$ cat config.mk
export PLATFORM = sky130hd
export DESIGN_NAME = stopwatch_ctrl
export DESIGN_NICKNAME = d
export VERILOG_FILES = /design/src/rtl/stopwatch_ctrl.sv
export SDC_FILE = /design/constraint.sdc
export NUM_CORES = 1
export LEC_CHECK = 0
export BUFFER_PORTS_ARGS = -buffer_cell sky130_fd_sc_hd__buf_4
export CAP_MARGIN = 25
export CORE_MARGIN = 10
export CORE_UTILIZATION = 55
export CTS_CLUSTER_SIZE = 30
export DETAILED_ROUTE_END_ITERATION = 10
export PLACE_DENSITY = 0.71
export RECOVER_POWER = 25
export SLEW_MARGIN = 5
export SYNTH_ARGS = -nofsm -noshare
export SYNTH_HDL_FRONTEND = slang
export SYNTH_SLANG_ARGS = --single-unit
$ cat constraint.sdc
create_clock -name clk -period 2.37 [get_ports clk]
set_clock_uncertainty 0.05 [all_clocks]
set_input_delay 0.474 -clock clk [delete_from_list [all_inputs] [get_ports clk]]
set_output_delay 0.474 -clock clk [all_outputs]
set_load 0.01 [all_outputs]
$ cat src/rtl/stopwatch_ctrl.sv
// Stopwatch front-end: button synchronise/debounce, IDLE/RUN/PAUSE control and 1 Hz tick
// prescaler. Every output is a register.
module stopwatch_ctrl #(
  parameter int unsigned TICK_DIV        = 50_000_000,
  parameter int unsigned DEBOUNCE_CYCLES = 1_000_000
) (
  input  logic clk,
  input  logic reset,
  input  logic btn_start_stop,
  input  logic btn_mode,
  input  logic btn_plus2,
  input  logic btn_clear,
  input  logic count_zero,
  output logic start,
  output logic ups,
  output logic plus_min2,
  output logic force_reset,
  output logic running,
  output logic done
);

  localparam int unsigned PW     = $clog2(TICK_DIV);
  localparam int unsigned CW     = $clog2(DEBOUNCE_CYCLES + 1);
  localparam int unsigned NumBtn = 4;
  localparam int unsigned BtnClear = 0;
  localparam int unsigned BtnStart = 1;
  localparam int unsigned BtnPlus  = 2;
  localparam int unsigned BtnMode  = 3;

  localparam logic [PW-1:0] PresLast = PW'(TICK_DIV - 1);
  // Counter holds samples-seen-minus-one; the accepting sample is the DEBOUNCE_CYCLES-th.
  localparam logic [CW-1:0] DbLast   = CW'(DEBOUNCE_CYCLES - 1);

  typedef enum logic [1:0] {StIdle, StRun, StPause} state_e;

  // ---------------------------------------------------------------------------
  // Button path
  // ---------------------------------------------------------------------------
  logic [NumBtn-1:0]         btn_raw;
  logic [NumBtn-1:0]         sync1_q, sync2_q;
  logic [NumBtn-1:0]         level_q, level_d, level_prev_q;
  logic [NumBtn-1:0]         press_q, press_d;
  logic [NumBtn-1:0][CW-1:0] cnt_q, cnt_d;

  always_comb begin
    btn_raw           = '0;
    btn_raw[BtnClear] = btn_clear;
    btn_raw[BtnStart] = btn_start_stop;
    btn_raw[BtnPlus]  = btn_plus2;
    btn_raw[BtnMode]  = btn_mode;
  end

  always_comb begin
    level_d = level_q;
    cnt_d   = '0;
    for (int i = 0; i < NumBtn; i++) begin
      if (sync2_q[i] != level_q[i]) begin
        if (cnt_q[i] == DbLast) begin
          level_d[i] = sync2_q[i];
        end else begin
          cnt_d[i] = cnt_q[i] + 1'b1;
        end
      end
    end
    press_d = level_q & ~level_prev_q;
  end

  always_ff @(posedge clk or negedge reset) begin
    if (!reset) begin
      sync1_q      <= '0;
      sync2_q      <= '0;
      level_q      <= '0;
      level_prev_q <= '0;
      press_q      <= '0;
      cnt_q        <= '0;
    end else begin
      sync1_q      <= btn_raw;
      sync2_q      <= sync1_q;
      level_q      <= level_d;
      level_prev_q <= level_q;
      press_q      <= press_d;
      cnt_q        <= cnt_d;
    end
  end

  // ---------------------------------------------------------------------------
  // Command decode: clear > start_stop > plus2 > mode
  // ---------------------------------------------------------------------------
  logic cmd_clear, cmd_start, cmd_plus, cmd_mode;

  always_comb begin
    cmd_clear = press_q[BtnClear];
    cmd_start = press_q[BtnStart] & ~press_q[BtnClear];
    cmd_plus  = press_q[BtnPlus] & ~press_q[BtnStart] & ~press_q[BtnClear];
    cmd_mode  = press_q[BtnMode] & ~press_q[BtnPlus] & ~press_q[BtnStart] &
                ~press_q[BtnClear];
  end

  // ---------------------------------------------------------------------------
  // Control FSM and prescaler
  // ---------------------------------------------------------------------------
  state_e        state_q, state_d;
  logic [PW-1:0] presc_q, presc_d;
  logic          tick_cyc, zero_hit;
  logic          start_d, ups_d, plus_min2_d, force_reset_d, running_d, done_d;

  always_comb begin
    tick_cyc = (state_q == StRun) && (presc_q == PresLast);
    zero_hit = tick_cyc && !ups && count_zero;
  end

  always_ff @(posedge clk or negedge reset) begin
    if (!reset) begin
      state_q     <= StIdle;
      presc_q     <= '0;
      start       <= 1'b0;
      ups         <= 1'b1;
      plus_min2   <= 1'b0;
      force_reset <= 1'b0;
      running     <= 1'b0;
      done        <= 1'b0;
    end else begin
      state_q     <= state_d;
      presc_q     <= presc_d;
      start       <= start_d;
      ups         <= ups_d;
      plus_min2   <= plus_min2_d;
      force_reset <= force_reset_d;
      running     <= running_d;
      done        <= done_d;
    end
  end

  always_comb begin
    state_d = state_q;
    if (cmd_clear) begin
      state_d = StIdle;
    end else if (zero_hit) begin
      state_d = StPause;
    end else if (cmd_start) begin
      case (state_q)
        StIdle:  state_d = StRun;
        StRun:   state_d = StPause;
        StPause: state_d = StRun;
        default: state_d = StIdle;
      endcase
    end
  end

  always_comb begin
    // The tick cycle still counts as RUN time, so the prescaler wraps even when the
    // tick itself is suppressed by a down-count reaching zero.
    start_d       = tick_cyc && !zero_hit && !cmd_clear;
    done_d        = zero_hit && !cmd_clear;
    force_reset_d = cmd_clear;
    plus_min2_d   = cmd_plus && (state_q != StRun);
    ups_d         = ups ^ (cmd_mode && (state_q == StIdle));
    running_d     = (state_d == StRun);
    presc_d       = presc_q;
    if (cmd_clear || (state_q == StIdle)) begin
      presc_d = '0;
    end else if (state_q == StRun) begin
      presc_d = (presc_q == PresLast) ? '0 : presc_q + 1'b1;
    end
  end

  a_start_plus_exclusive : assert property (@(posedge clk) disable iff (!reset)
    !(start && plus_min2));
  a_running_matches_state : assert property (@(posedge clk) disable iff (!reset)
    running == (state_q == StRun));

endmodule

==> impl_metrics.csv <==
group,metric,value,unit
cells_and_area,nFillCells,863,
critical_path,reg2reg_to,"presc_q[20]",
clock_network,numClockSinks,134,
pwr,p_per_area,730.7,nW/um^2
cells_and_area,syn2layout_area_growth,15.33,%
pwr,ir_worst_vdd,690.2,uV
critical_path,crit_type,"reg2reg",
timing,whs,124.8,ps
clock_network,post-cts-setup-buffer-count,0,
clock_network,cts.path.max_buffers,2,
cells_and_area,final_common_cell,"dfrtp_1",
global_routing,grt_pass1_wl,20630,um
yosys,synth_top_area_cell,"dfrtp_1",
critical_path,r2r_start,"presc_q[0]",
worst_hold_path,holdPathStages,1,
cells_and_area,layout_common_cells,"dfrtp_1, nor2_1, xor2_1",
floorplan,die_h,126.7,um
clock_network,clkTransAtPathRegs,60,ps
yosys,synthTopCellsByArea,"dfrtp_1, nor2_1, xor2_1",
worst_hold_path,hold-path-endpoint,"sync1_q[1]",
yosys,netlist_area,6261,sq um
placed_design,dp_cells,774,
yosys,synth_nets,636,
yosys,synth_flop_cell,"dfrtp_1",
critical_path,crit_fanout,7,
yosys,postSynthCellCount,624,
clock_network,clk_latency,430,ps
floorplan,dieWidth,126.7,um
clock_network,cts_tree,"done",
yosys,synth_edf_count,0,
timing,max_slew_margin,18.66,%
floorplan,dieArea,16050,sq um
clock_network,h-tree-depth,4,
detailed_routing,dr.pass1.iters,5,
status,run_status,"complete, no violations",
detailed_routing,viasPerCell,5.534,
global_routing,grt_use_total,15.67,%
yosys,yosysTopAreaCellShare,53.16,%
yosys,yosysUniqueCellTypes,44,
worst_hold_path,hold_path.class,"in2reg",
detailed_routing,wl_per_cell,14.69,um
yosys,async_flop_share,100.0,%
timing,final_max_slew_viol_count,0,
critical_path,worstPathArrival,2500,ps
critical_path,r2r.worst_path.cells,6,
clock_network,clock-root-buffer,"clkbuf_16",
yosys,ys_seq_area_share,53.58,%
critical_path,endpoint_kind,"flop",
worst_hold_path,min_from,"btn_start_stop",
cells_and_area,multi_input_area,2783,sq um
detailed_routing,postRouteWirelength,11850,um
placed_design,place_congestion,0.9305,
floorplan,io_pins,13,
yosys,ys_warn_count,0,
floorplan,initial_core_util,57.01,%
timing,tns,0,ps
global_routing,grt_overflow,0,
detailed_routing,drc,0,
floorplan,placementRows,38,
placed_design,dpl_cell_area,6584,sq um
timing,rsz0062_at_grt,"no",
timing,hold_viol,0,
timing,period_share,92.41,%
global_routing,grt_pass1_vias,4397,
floorplan,core_region_area,10980,sq um
clock_network,cts_buffers,17,
cells_and_area,layoutNonFillerInstCount,807,
global_routing,antenna_found_initial,0,
yosys,ys_seq_elements,134,
detailed_routing,antenna_left,0,
critical_path,cp-start-kind,"flop",
placed_design,io_buffers,12,
cells_and_area,drive_above_1_share,10.64,%
cells_and_area,seqCellArea,3354,sq um
detailed_routing,drt_iter0_drc,448,
global_routing,grt_start_max_net_pins,50,
cells_and_area,nNetsFinal,666,
timing,worstMarginPinSlew,1220,ps
critical_path,startpoint,"presc_q[0]",
placed_design,post-dp-hpwl,8029,um
pwr,power.leakage,0.003150,uW
detailed_routing,num_vias,4466,
yosys,syn-mean-instance-area,10.03,sq um
timing,setup_viol,0,
job,maxCapViolations,0,
critical_path,ff2ff_setup_slack,180,ps
critical_path,cp.required,2680,ps
timing,period_needed,2190,ps
timing,fmax,0.4566,GHz
cells_and_area,final_area,7221,sq um
cells_and_area,final_core_util,65.74,%
cells_and_area,antenna_cells,0,
[worst max-delay path, cell delays in order, from the launching register on]
cell and delay (ps):
dfrtp_1 390, ha_1 190, nand3_1 140, or3_1 500
or4_4 560, nor3_2 150, a22o_1 150
[synthesized netlist by cell type, drive strengths merged, types with 5 or more instances]
library cell	number
dfrtp	133
nor2	124
xor2	50
xnor2	42
nand2	39
nand3	35
nand4	27
nor3	19
and3	14
inv	14
nor4	12
clkbuf	11
and4	10
nor2b	10
o21ai	9
nor4b	8
a22o	6
buf	6
or2	6
a21oi	5
and2	5
ha	5
[how the worst max path moves through the flow]
stage	cells after the start	to	slack, ps
detailed placement	6	presc_q[20]	210
finish	6	presc_q[20]	180
global route	6	presc_q[20]	20
CTS	6	presc_q[20]	190
floorplan	7	presc_q[20]	250
global placement	6	presc_q[20]	300
[sequential cells by signal, summed over array words and instances, names as in the netlist]
| signal | cells |
|---|---|
| cnt_q | 80 |
| presc_q | 26 |
| level_prev_q | 4 |
| level_q | 4 |
| press_q | 4 |
| sync1_q | 4 |
| sync2_q | 4 |
| state_q | 2 |
| done | 1 |
| force_reset | 1 |
| plus_min2 | 1 |
| running | 1 |
| start | 1 |
| ups | 1 |
[kinds of logic after synthesis]
logic type	after synthesis	share of synthesized area, %
adders and majority gates	5	0.9992
muxes	4	0.7194
AOI/OAI and AO/OA	30	3.257
xor gates and xnor gates	92	12.87
buffers and inverters	31	1.978
DFF	134	53.58
and+or+nand+nor	328	26.60
[stage by stage]
step	worst slack (ps)	total power (uW)
after floorplan	252.9	2418
after global placement	295.6	2488
after detailed placement	211.9	2494
after CTS	194.7	5323
after global routing	24.20	5468
final	179.8	5276
[area by class of cell]
class | instances | share of cell area (%)
Sequential cell | 134 | 46.46
Multi-Input combinational cell | 459 | 38.54
Clock buffer | 19 | 5.995
Timing Repair Buffer | 28 | 2.980
Clock inverter | 13 | 2.876
Tap cell | 140 | 2.426
Inverter | 14 | 0.7278
[metal layers]
metal	vias to the layer above	track usage [%]	part of all wire, %
met5	-	0	0
met4	0	8.506	1.9
met3	18	4.915	4.5
met2	81	23.33	47
met1	2172	19.95	46
li1	2195	-	-
[report_power, final]
group          internal, uW  switching (uW)  leakage (uW)
clock network          1860             965      0.000311
registers              2310            19.6       0.00183
logic                  33.9            82.4       0.00101
[timing repair]
item | 4_1_cts | 5_1_grt
hold buffers | 1 | 0
hold endpoints to repair | 45 | 0
gates resized for setup | 0 | 0
No activity file was read; power rests on OpenSTA's default activity.
